File: src/rtl/instr_encoder_loader.sv
// RV32I field-bundle encoder: packs legal bundles into 32-bit words and streams them to
// consecutive instruction-memory addresses; illegal bundles are consumed and flagged.
module instr_encoder_loader #(
  parameter int unsigned ADDR_W = 8,
  parameter int unsigned DEPTH  = 256
) (
  input  logic              clk,
  input  logic              reset_n,
  input  logic              clear,
  input  logic              in_valid,
  output logic              in_ready,
  input  logic [3:0]        in_kind,
  input  logic [2:0]        in_funct3,
  input  logic              in_funct7b5,
  input  logic [4:0]        in_rd,
  input  logic [4:0]        in_rs1,
  input  logic [4:0]        in_rs2,
  input  logic [31:0]       in_imm,
  output logic              imem_we,
  output logic [ADDR_W-1:0] imem_addr,
  output logic [31:0]       imem_wdata,
  output logic [ADDR_W:0]   count,
  output logic              full,
  output logic              err,
  output logic [2:0]        err_code
);

  localparam int unsigned     CntW     = ADDR_W + 1;
  localparam logic [CntW-1:0] DepthCnt = CntW'(DEPTH);

  localparam logic [3:0] KindLw    = 4'd0;
  localparam logic [3:0] KindSw    = 4'd1;
  localparam logic [3:0] KindR     = 4'd2;
  localparam logic [3:0] KindBr    = 4'd3;
  localparam logic [3:0] KindOpImm = 4'd4;
  localparam logic [3:0] KindJal   = 4'd5;
  localparam logic [3:0] KindJalr  = 4'd6;
  localparam logic [3:0] KindLui   = 4'd7;
  localparam logic [3:0] KindAuipc = 4'd8;

  typedef enum logic [0:0] {StLoad, StFull} state_e;

  state_e             state_q, state_d;
  logic [CntW-1:0]    count_q, count_d;
  logic               we_q, we_d;
  logic [ADDR_W-1:0]  addr_q, addr_d;
  logic [31:0]        wdata_q, wdata_d;
  logic               err_q, err_d;
  logic [2:0]         code_q, code_d;

  logic signed [31:0] imm_s;
  logic               i_ok, b_ok, j_ok, sh_ok, is_shift;
  logic [6:0]         funct7;
  logic [31:0]        word;
  logic [2:0]         code;
  logic               kind_bad, f3_bad, f7_bad, range_bad, odd_bad;
  logic               accept;

  assign imm_s    = $signed(in_imm);
  assign i_ok     = (imm_s >= -32'sd2048) && (imm_s <= 32'sd2047);
  assign b_ok     = (imm_s >= -32'sd4096) && (imm_s <= 32'sd4094);
  assign j_ok     = (imm_s >= -32'sd1048576) && (imm_s <= 32'sd1048574);
  assign sh_ok    = (in_imm[31:5] == 27'd0);
  assign is_shift = (in_funct3 == 3'b001) || (in_funct3 == 3'b101);
  assign funct7   = {1'b0, in_funct7b5, 5'b00000};

  always_comb begin
    word      = 32'd0;
    kind_bad  = 1'b0;
    f3_bad    = 1'b0;
    f7_bad    = 1'b0;
    range_bad = 1'b0;
    odd_bad   = 1'b0;
    case (in_kind)
      KindLw: begin
        word      = {in_imm[11:0], in_rs1, 3'b010, in_rd, 7'b0000011};
        range_bad = !i_ok;
      end
      KindSw: begin
        word      = {in_imm[11:5], in_rs2, in_rs1, 3'b010, in_imm[4:0], 7'b0100011};
        range_bad = !i_ok;
      end
      KindR: begin
        word   = {funct7, in_rs2, in_rs1, in_funct3, in_rd, 7'b0110011};
        f7_bad = in_funct7b5 && (in_funct3 != 3'b000) && (in_funct3 != 3'b101);
      end
      KindBr: begin
        word      = {in_imm[12], in_imm[10:5], in_rs2, in_rs1, in_funct3, in_imm[4:1],
                     in_imm[11], 7'b1100011};
        f3_bad    = (in_funct3 == 3'b010) || (in_funct3 == 3'b011);
        range_bad = !b_ok;
        odd_bad   = in_imm[0];
      end
      KindOpImm: begin
        word      = is_shift ? {funct7, in_imm[4:0], in_rs1, in_funct3, in_rd, 7'b0010011}
                             : {in_imm[11:0], in_rs1, in_funct3, in_rd, 7'b0010011};
        f3_bad    = (in_funct3 == 3'b010) || (in_funct3 == 3'b110) || (in_funct3 == 3'b111);
        // Only srai may carry funct7b5.
        f7_bad    = in_funct7b5 && (in_funct3 != 3'b101);
        range_bad = is_shift ? !sh_ok : !i_ok;
      end
      KindJal: begin
        word      = {in_imm[20], in_imm[10:1], in_imm[11], in_imm[19:12], in_rd, 7'b1101111};
        range_bad = !j_ok;
        odd_bad   = in_imm[0];
      end
      KindJalr: begin
        word      = {in_imm[11:0], in_rs1, 3'b000, in_rd, 7'b1100111};
        range_bad = !i_ok;
      end
      KindLui:   word = {in_imm[31:12], in_rd, 7'b0110111};
      KindAuipc: word = {in_imm[31:12], in_rd, 7'b0010111};
      default:   kind_bad = 1'b1;
    endcase

    if (kind_bad)       code = 3'd1;
    else if (f3_bad)    code = 3'd2;
    else if (f7_bad)    code = 3'd3;
    else if (range_bad) code = 3'd4;
    else if (odd_bad)   code = 3'd5;
    else                code = 3'd0;
  end

  // Ready is forced low while in reset so every output reads 0.
  assign in_ready = reset_n && (state_q == StLoad) && !clear;
  assign accept   = in_valid && in_ready;

  always_comb begin
    state_d = state_q;
    count_d = count_q;
    we_d    = 1'b0;
    addr_d  = addr_q;
    wdata_d = wdata_q;
    err_d   = err_q;
    code_d  = code_q;
    if (clear) begin
      state_d = StLoad;
      count_d = '0;
      err_d   = 1'b0;
      code_d  = 3'd0;
    end else if (accept) begin
      if (code == 3'd0) begin
        we_d    = 1'b1;
        addr_d  = count_q[ADDR_W-1:0];
        wdata_d = word;
        if (count_q != DepthCnt) count_d = count_q + 1'b1;
        if (count_q == DepthCnt - 1'b1) state_d = StFull;
      end else begin
        err_d  = 1'b1;
        code_d = code;
      end
    end
  end

  always_ff @(posedge clk or negedge reset_n) begin
    if (!reset_n) begin
      state_q <= StLoad;
      count_q <= '0;
      we_q    <= 1'b0;
      addr_q  <= '0;
      wdata_q <= 32'd0;
      err_q   <= 1'b0;
      code_q  <= 3'd0;
    end else begin
      state_q <= state_d;
      count_q <= count_d;
      we_q    <= we_d;
      addr_q  <= addr_d;
      wdata_q <= wdata_d;
      err_q   <= err_d;
      code_q  <= code_d;
    end
  end

  assign imem_we    = we_q;
  assign imem_addr  = addr_q;
  assign imem_wdata = wdata_q;
  assign count      = count_q;
  assign full       = (count_q == DepthCnt);
  assign err        = err_q;
  assign err_code   = code_q;

endmodule

File: config.mk
export PLATFORM = sky130hd
export DESIGN_NAME = instr_encoder_loader
export DESIGN_NICKNAME = d
export VERILOG_FILES = /design/src/rtl/instr_encoder_loader.sv
export SDC_FILE = /design/constraint.sdc
export NUM_CORES = 1
export LEC_CHECK = 0
export ABC_CLOCK_PERIOD_IN_PS = 3300
export CAP_MARGIN = 20
export CORE_MARGIN = 4
export CORE_UTILIZATION = 49
export DETAILED_ROUTE_END_ITERATION = 16
export GPL_ROUTABILITY_DRIVEN = 0
export GPL_TIMING_DRIVEN = 0
export HOLD_SLACK_MARGIN = 0.05
export PLACE_DENSITY = 0.86
export RECOVER_POWER = 100
export SYNTH_ARGS = -nofsm -noshare
export SYNTH_HDL_FRONTEND = slang
export SYNTH_SLANG_ARGS = --single-unit
File: constraint.sdc
create_clock -name clk -period 3.3 [get_ports clk]
set_clock_uncertainty 0.1 [all_clocks]
set_input_delay 0.495 -clock clk [delete_from_list [all_inputs] [get_ports clk]]
set_output_delay 0.495 -clock clk [all_outputs]
set_load 0.1 [all_outputs]
# Word-level counts from Yosys, hierarchy flattened
# Index checks and enable logic that the tools add are counted.
# Widths: inputs -> output; s select.
[word_totals]
inputBits = 59
elab_cells = 97
out_inout_bits = 56
reg_bits = 55
[op_classes]
n_reduce_logical = 33
eq_ne = 19
bitwise = 2
addsub = 1
mux = 29
order_cmp = 6
[ops]
columns = ["cell", "n"]
rows = [
  ["$pmux 32 s9", 1],
  ["$mux 9", 4],
  ["$ge 32x12->1 const B", 1],
  ["$ge 32x13->1 const B", 1],
  ["$ge 32x21->1 const B", 1],
  ["$le 32x12->1 const B", 1],
  ["$le 32x13->1 const B", 1],
  ["$le 32x21->1 const B", 1],
  ["$mux 32", 1],
  ["$logic_not 27->1", 1],
  ["$mux 3", 8],
  ["$eq 4x3->1 const B", 4],
  ["$mux 1", 12],
  ["$add 9x1->9 const B", 1],
  ["$eq 3x3->1 const B", 3],
  ["$eq 9x8->1 const B", 1],
  ["$eq 9x9->1 const B", 1],
  ["$logic_and 1x1->1", 9],
  ["$ne 9x9->1 const B", 1],
  ["$reduce_and 3->1", 3],
  ["$reduce_or 9->1", 1],
  ["$eq 4x2->1 const B", 2],
  ["$reduce_bool 2->1", 4],
  ["$eq 3x2->1 const B", 2],
  ["16 further kinds", 25],
]

# Depth between registers and ports, before layout
[depth]
ltp_word = 13
ltp_mapped = 11
ltp_nobuf = 7

# Least setup slack after synthesis
# Ideal clock, no wire load.
[synth_path]
path_kind = "reg2reg"
start = "register count_q[5] (netlist: count[5])"
end = "register count_q[0] (netlist: count[0])"
period_less_slack_ns = 5.232
setup_ns = 0.125
stages_incl_launch_ff = 6
arrival_ns = 5.007
path_buffers = 0
t_required_ns = 3.075
setup_slack_ns = -1.932
path_cell_list = "dfrtp_1 or4_1 nor4_1 or3_1 nor2_1 mux2_2"
[synth_between]
elab_chain_len = 3
[synth_lines]
columns = ["element", "line_no", "source"]
rows = [
  ["start: declaration", "44", "logic [CntW-1:0] count_q, count_d;"],
  ["start signal: assignment", "166", "count_q <= count_d;"],
  ["$ne 9x9->1", "146", "if (count_q != DepthCnt) count_d = count_q + 1'b1;"],
  ["$reduce_bool 2->1 (no source line)", "n/a", ""],
  ["$reduce_and 3->1 (no source line)", "n/a", ""],
]
# No other way between the ends.
# A chain may end at the register's enable or synchronous reset.

# Worst setup path in the final report
[layout_path]
start = "input in_imm[29]"
end = "register count_q[3] (netlist: count[3])"
[layout_between]
elab_chain_len = 12
word_cells_on_any_way = 23
classes_between = "6 x order compare; 6 x mux; 11 x reduce/logical"
[layout_lines]
columns = ["element", "line_no", "source"]
rows = [
  ["start: declaration", "18", "input logic [31:0] in_imm,"],
  ["$ge 32x12->1 / $le 32x12->1 (equally long branches)", "60", "assign i_ok = (imm_s >= -32'sd2048) && (imm_s <= 32'sd2047);"],
  ["$logic_and 1x1->1", "60", ""],
  ["$logic_not 1->1", "n/a", ""],
  ["$mux 1", "100", "range_bad = is_shift ? !sh_ok : !i_ok;"],
  ["$pmux 1 s4 *", "74", "case (in_kind)"],
  ["$mux 3 *", "119", "else if (range_bad) code = 3'd4;"],
  ["$mux 3 *", "118", "else if (f7_bad) code = 3'd3;"],
  ["$mux 3 *", "117", "else if (f3_bad) code = 3'd2;"],
  ["$mux 3 *", "116", "if (kind_bad) code = 3'd1;"],
  ["$logic_not 3->1 *", "142", "if (code == 3'd0) begin"],
  ["$reduce_bool 2->1 (no source line) *", "n/a", ""],
  ["$reduce_and 3->1 (no source line) *", "n/a", ""],
]
# Every way passes the cells marked *; elsewhere a longest branch is shown, timed or not.

==> results by group <==
Status
  – Run status: completed

Synth
  – Part of the Yosys area used for sequential elements: between 40% and 50%
  – Synth top area cells: dfrtp_1 41%, mux2_2 10%, a22o_1 3.8%, o21ai_0 3.1%, nand2_1 2.9%
  – Top_reg_cell synth: dfrtp_1
  – Most common cell in the netlist: dfrtp_1
  – FF+latch count, synth: 54
  – Synth Cell Area: ~3300 sq um
  – Asr flop ratio synth: 100.0%
  – Top-area cell type share of the netlist area: 41.35%
  – Syn_area_per_cell: between 9 and 10 sq um
  – Largest family of logic cells by synthesized area: compound AO/OA/AOI/OAI gates
  – Post-synth cell types: 53
  – Simple-gate share of the synthesized area: a little under a fifth
  – Yosys synthesis warning count: 0
  – Synthesized netlist cell count: roughly 350
  – Synth top cells by count: 54 x dfrtp_1, 30 x mux2_2, 25 x nand2_1
  – Synth Area in Compound Gates: around a quarter
  – XOR/XNOR share of the synthesized area: 0.2680%
  – EDFF count, synth: 0
  – Post-synthesis adder-cell area fraction: 1.149%
  – Mux share of post-synthesis cell area: around a tenth
  – Cell taking the most area after synthesis: dfrtp_1
  – Syn_nets: 407

Worst setup path
  – Setup crit end kind: flop
  – Critical Path Fanout Max: 10
  – Worst path slowest cell: clkdlybuf4s50_1
  – Worst r2r src: count[0]
  – Worst r2r dst: count[0]
  – R2R cell count: 7
  – CP required: approximately 3.4 ns
  – CP Class: primary input to flop
  – Worst path cell trace: clkdlybuf4s50_1 > nor4_1 > nand3_1 > o311a_1 > nor3_1 > nand4_2 > buf_4 > or3_1 > a21oi_1
  – Largest stage delay, worst path: about 0.46 ns
  – R2r setup slk: 1.11 ns
  – Worst EP arrival: around 3.3 ns
  – Worst Setup Start Kind: primary input

Place
  – DPL Wire Length: about 7.9 mm
  – PortBufs: 113
  – Place WS: -0.06603 ns
  – Placed Cells: 536
  – Placed Instance Area: 4537 sq um

Timing
  – Rel. slew slack: 22.84%
  – RSZ-0062 raised after global routing: false
  – F_max: 315.6 MHz
  – Min Clock Period, post-route: 3.168 ns
  – Setup TNS: 0 ns
  – Tightest Pin Transition: approximately 1.2 ns
  – Final hold violation count: 0
  – Max Slew Vio Count: 0
  – Final setup margin: between 0.1 and 0.15 ns
  – Fin Hold WS: between 0.09 and 0.1 ns
  – Final Setup Violations: 0
  – Crit share post-route: around 96%

Power and ir drop
  – Flop pwr share: 33.0%
  – Combinational power share: about 50%
  – Lkg Pwr: 2.103 nW
  – Internal Power: between 1 and 1.5 mW
  – Net switching power: 1.217 mW
  – Switch share: about half
  – Power per Cell Area: 527.7 nW/um^2
  – Clock share of power: 15.6%
  – Peak VDD IR: 0.2702 mV

Final layout
  – Area Overhead vs Synth: 40.74%
  – Nets: between 500 and 600
  – Share of post-route cells with drive strength above 1: a little over an eighth
  – Antenna cells: 0
  – Final Instance Count excl. Fillers: about 540
  – Final instance area: approximately 4600 sq um

Die
  – Die area: roughly 8000 sq um
  – Starting density of the core: between 50% and 60%
  – FP Rows: 29
  – IO Pins: 115
  – Chip width: ~90 um
  – Die Y: about 90 um
  – Core region area: roughly 6400 sq um

Global routing
  – GRT overflow: 0
  – GRT Total Usage: 26.02%
  – Antenna violations before repair: 0
  – Vias in the first global route: 3348
  – Pin count of the biggest net entering global routing: 30
  – First-pass GRT wire length: approximately 16 mm

Worst hold path
  – Class of the worst hold path: primary input to async pin

Route
  – First-pass detailed-route iteration total: 6
  – Final ANT Viol Nets: 0
  – DRT iter0 DRCs: about 350
  – Routed WL: between 10 and 15 mm
  – Remaining DRCs: 0
  – WL/cell: about 19 um
  – Vias/cell: about 6.1
  – Vias: roughly 3300

Clock tree
  – # hold bufs at CTS: 0
  – Clock slew at reported path FFs: around 0.10 ns
  – Maximum buffer depth of the clock tree: 2
  – TritonCTS clock tree: yes
  – Post-CTS Setup Repair Bufs: 0
  – Sink Count: 54
  – Root Buffer: clkbuf_8
  – Clk_lat worst skew: between 0.3 and 0.4 ns
  – CTS HTree Levels: 2
  – CTS resizes: 2
  – Total CTS buffers: 5

Flow run
  – Max-Cap Viols: 0
per-layer routing:
metal  vias up  wire (um)  GRT usage [%]
met3        28        804          6.478
met4         0        267          7.307
met2       149       5057          44.88
li1       1543          -              -
met1      1605       4078          32.31
met5         -          0              0
critical path: cells and delay by family:
kind                   cells  cell delay, ns
AO/OA/AOI/OAI              2            0.51
AND/OR/NAND/NOR            5            1.56
buffers and inverters      2            0.73
registers in the layout, summed over array words and instances (netlist names):
| register | cells |
|---|---|
| state_q | 1 |
| err | 1 |
| imem_we | 1 |
| imem_wdata | 31 |
| count | 9 |
| imem_addr | 8 |
| err_code | 3 |
stage by stage:
| stage | power [mW] | util, % |
|---|---|---|
| 2_1_floorplan | 1.735 | - |
| 3_3_place_gp | 2.083 | 70.41 |
| 3_5_place_dp | 2.104 | 70.64 |
| 4_1_cts | 2.479 | 71.95 |
| 5_1_grt | 2.517 | 71.62 |
| 6_report | 2.427 | 71.62 |
power by group through the flow:
stage | logic [mW] | clock network (mW) | registers, mW
final | 1.25 | 0.380 | 0.802
after floorplan | 0.222 | 0 | 1.51
after detailed placement | 1.28 | 0 | 0.820
after CTS | 1.29 | 0.385 | 0.807
after global placement | 1.27 | 0 | 0.813
after global routing | 1.29 | 0.413 | 0.811
layout by cell type, fill, tap and decap left out, types with 5 or more instances in the layout:
master / n
a21o_1: 10
a21oi_1: 18
a22o_1: 14
a22oi_1: 10
buf_2: 7
clkbuf_1: 9
clkbuf_8: 5
clkdlybuf4s50_1: 56
dfrtp_1: 54
dlygate4sd3_1: 54
inv_1: 16
mux2_2: 30
nand2_1: 25
nand3_1: 7
nand4_1: 9
nor2_1: 24
nor2b_1: 7
nor3_1: 9
nor4_1: 7
o21ai_0: 20
or3_1: 6
area by class of cell:
cell class / count / area, sq um
fill: 509 / 1823
multi-input combinational: 256 / 1775
sequential: 54 / 1351
timing repair buffer: 114 / 1134
buffer: 19 / 96.34
tap: 77 / 96.34
clock buffer: 6 / 72.57
inverter: 16 / 60.06
clock inverter: 2 / 13.76
cell families after synthesis:
| kind of cell | Yosys count |
|---|---|
| buffers and inverters | 35 |
| adder cells (fa/ha/maj) | 3 |
| AO/OA/AOI/OAI | 107 |
| flip-flops | 54 |
| multiplexers | 31 |
| XOR/XNOR | 1 |
| AND/OR/NAND/NOR | 114 |
worst max path at each step:
stage / from / to / cells past startpoint
2_1_floorplan: count[5] / count[0] / 5
3_3_place_gp: reset_n / in_ready / 3
3_5_place_dp: reset_n / in_ready / 4
4_1_cts: reset_n / in_ready / 4
5_1_grt: in_imm[29] / count[8] / 8
6_report: in_imm[29] / count[3] / 9
No activity file was read; power rests on OpenSTA's default activity.
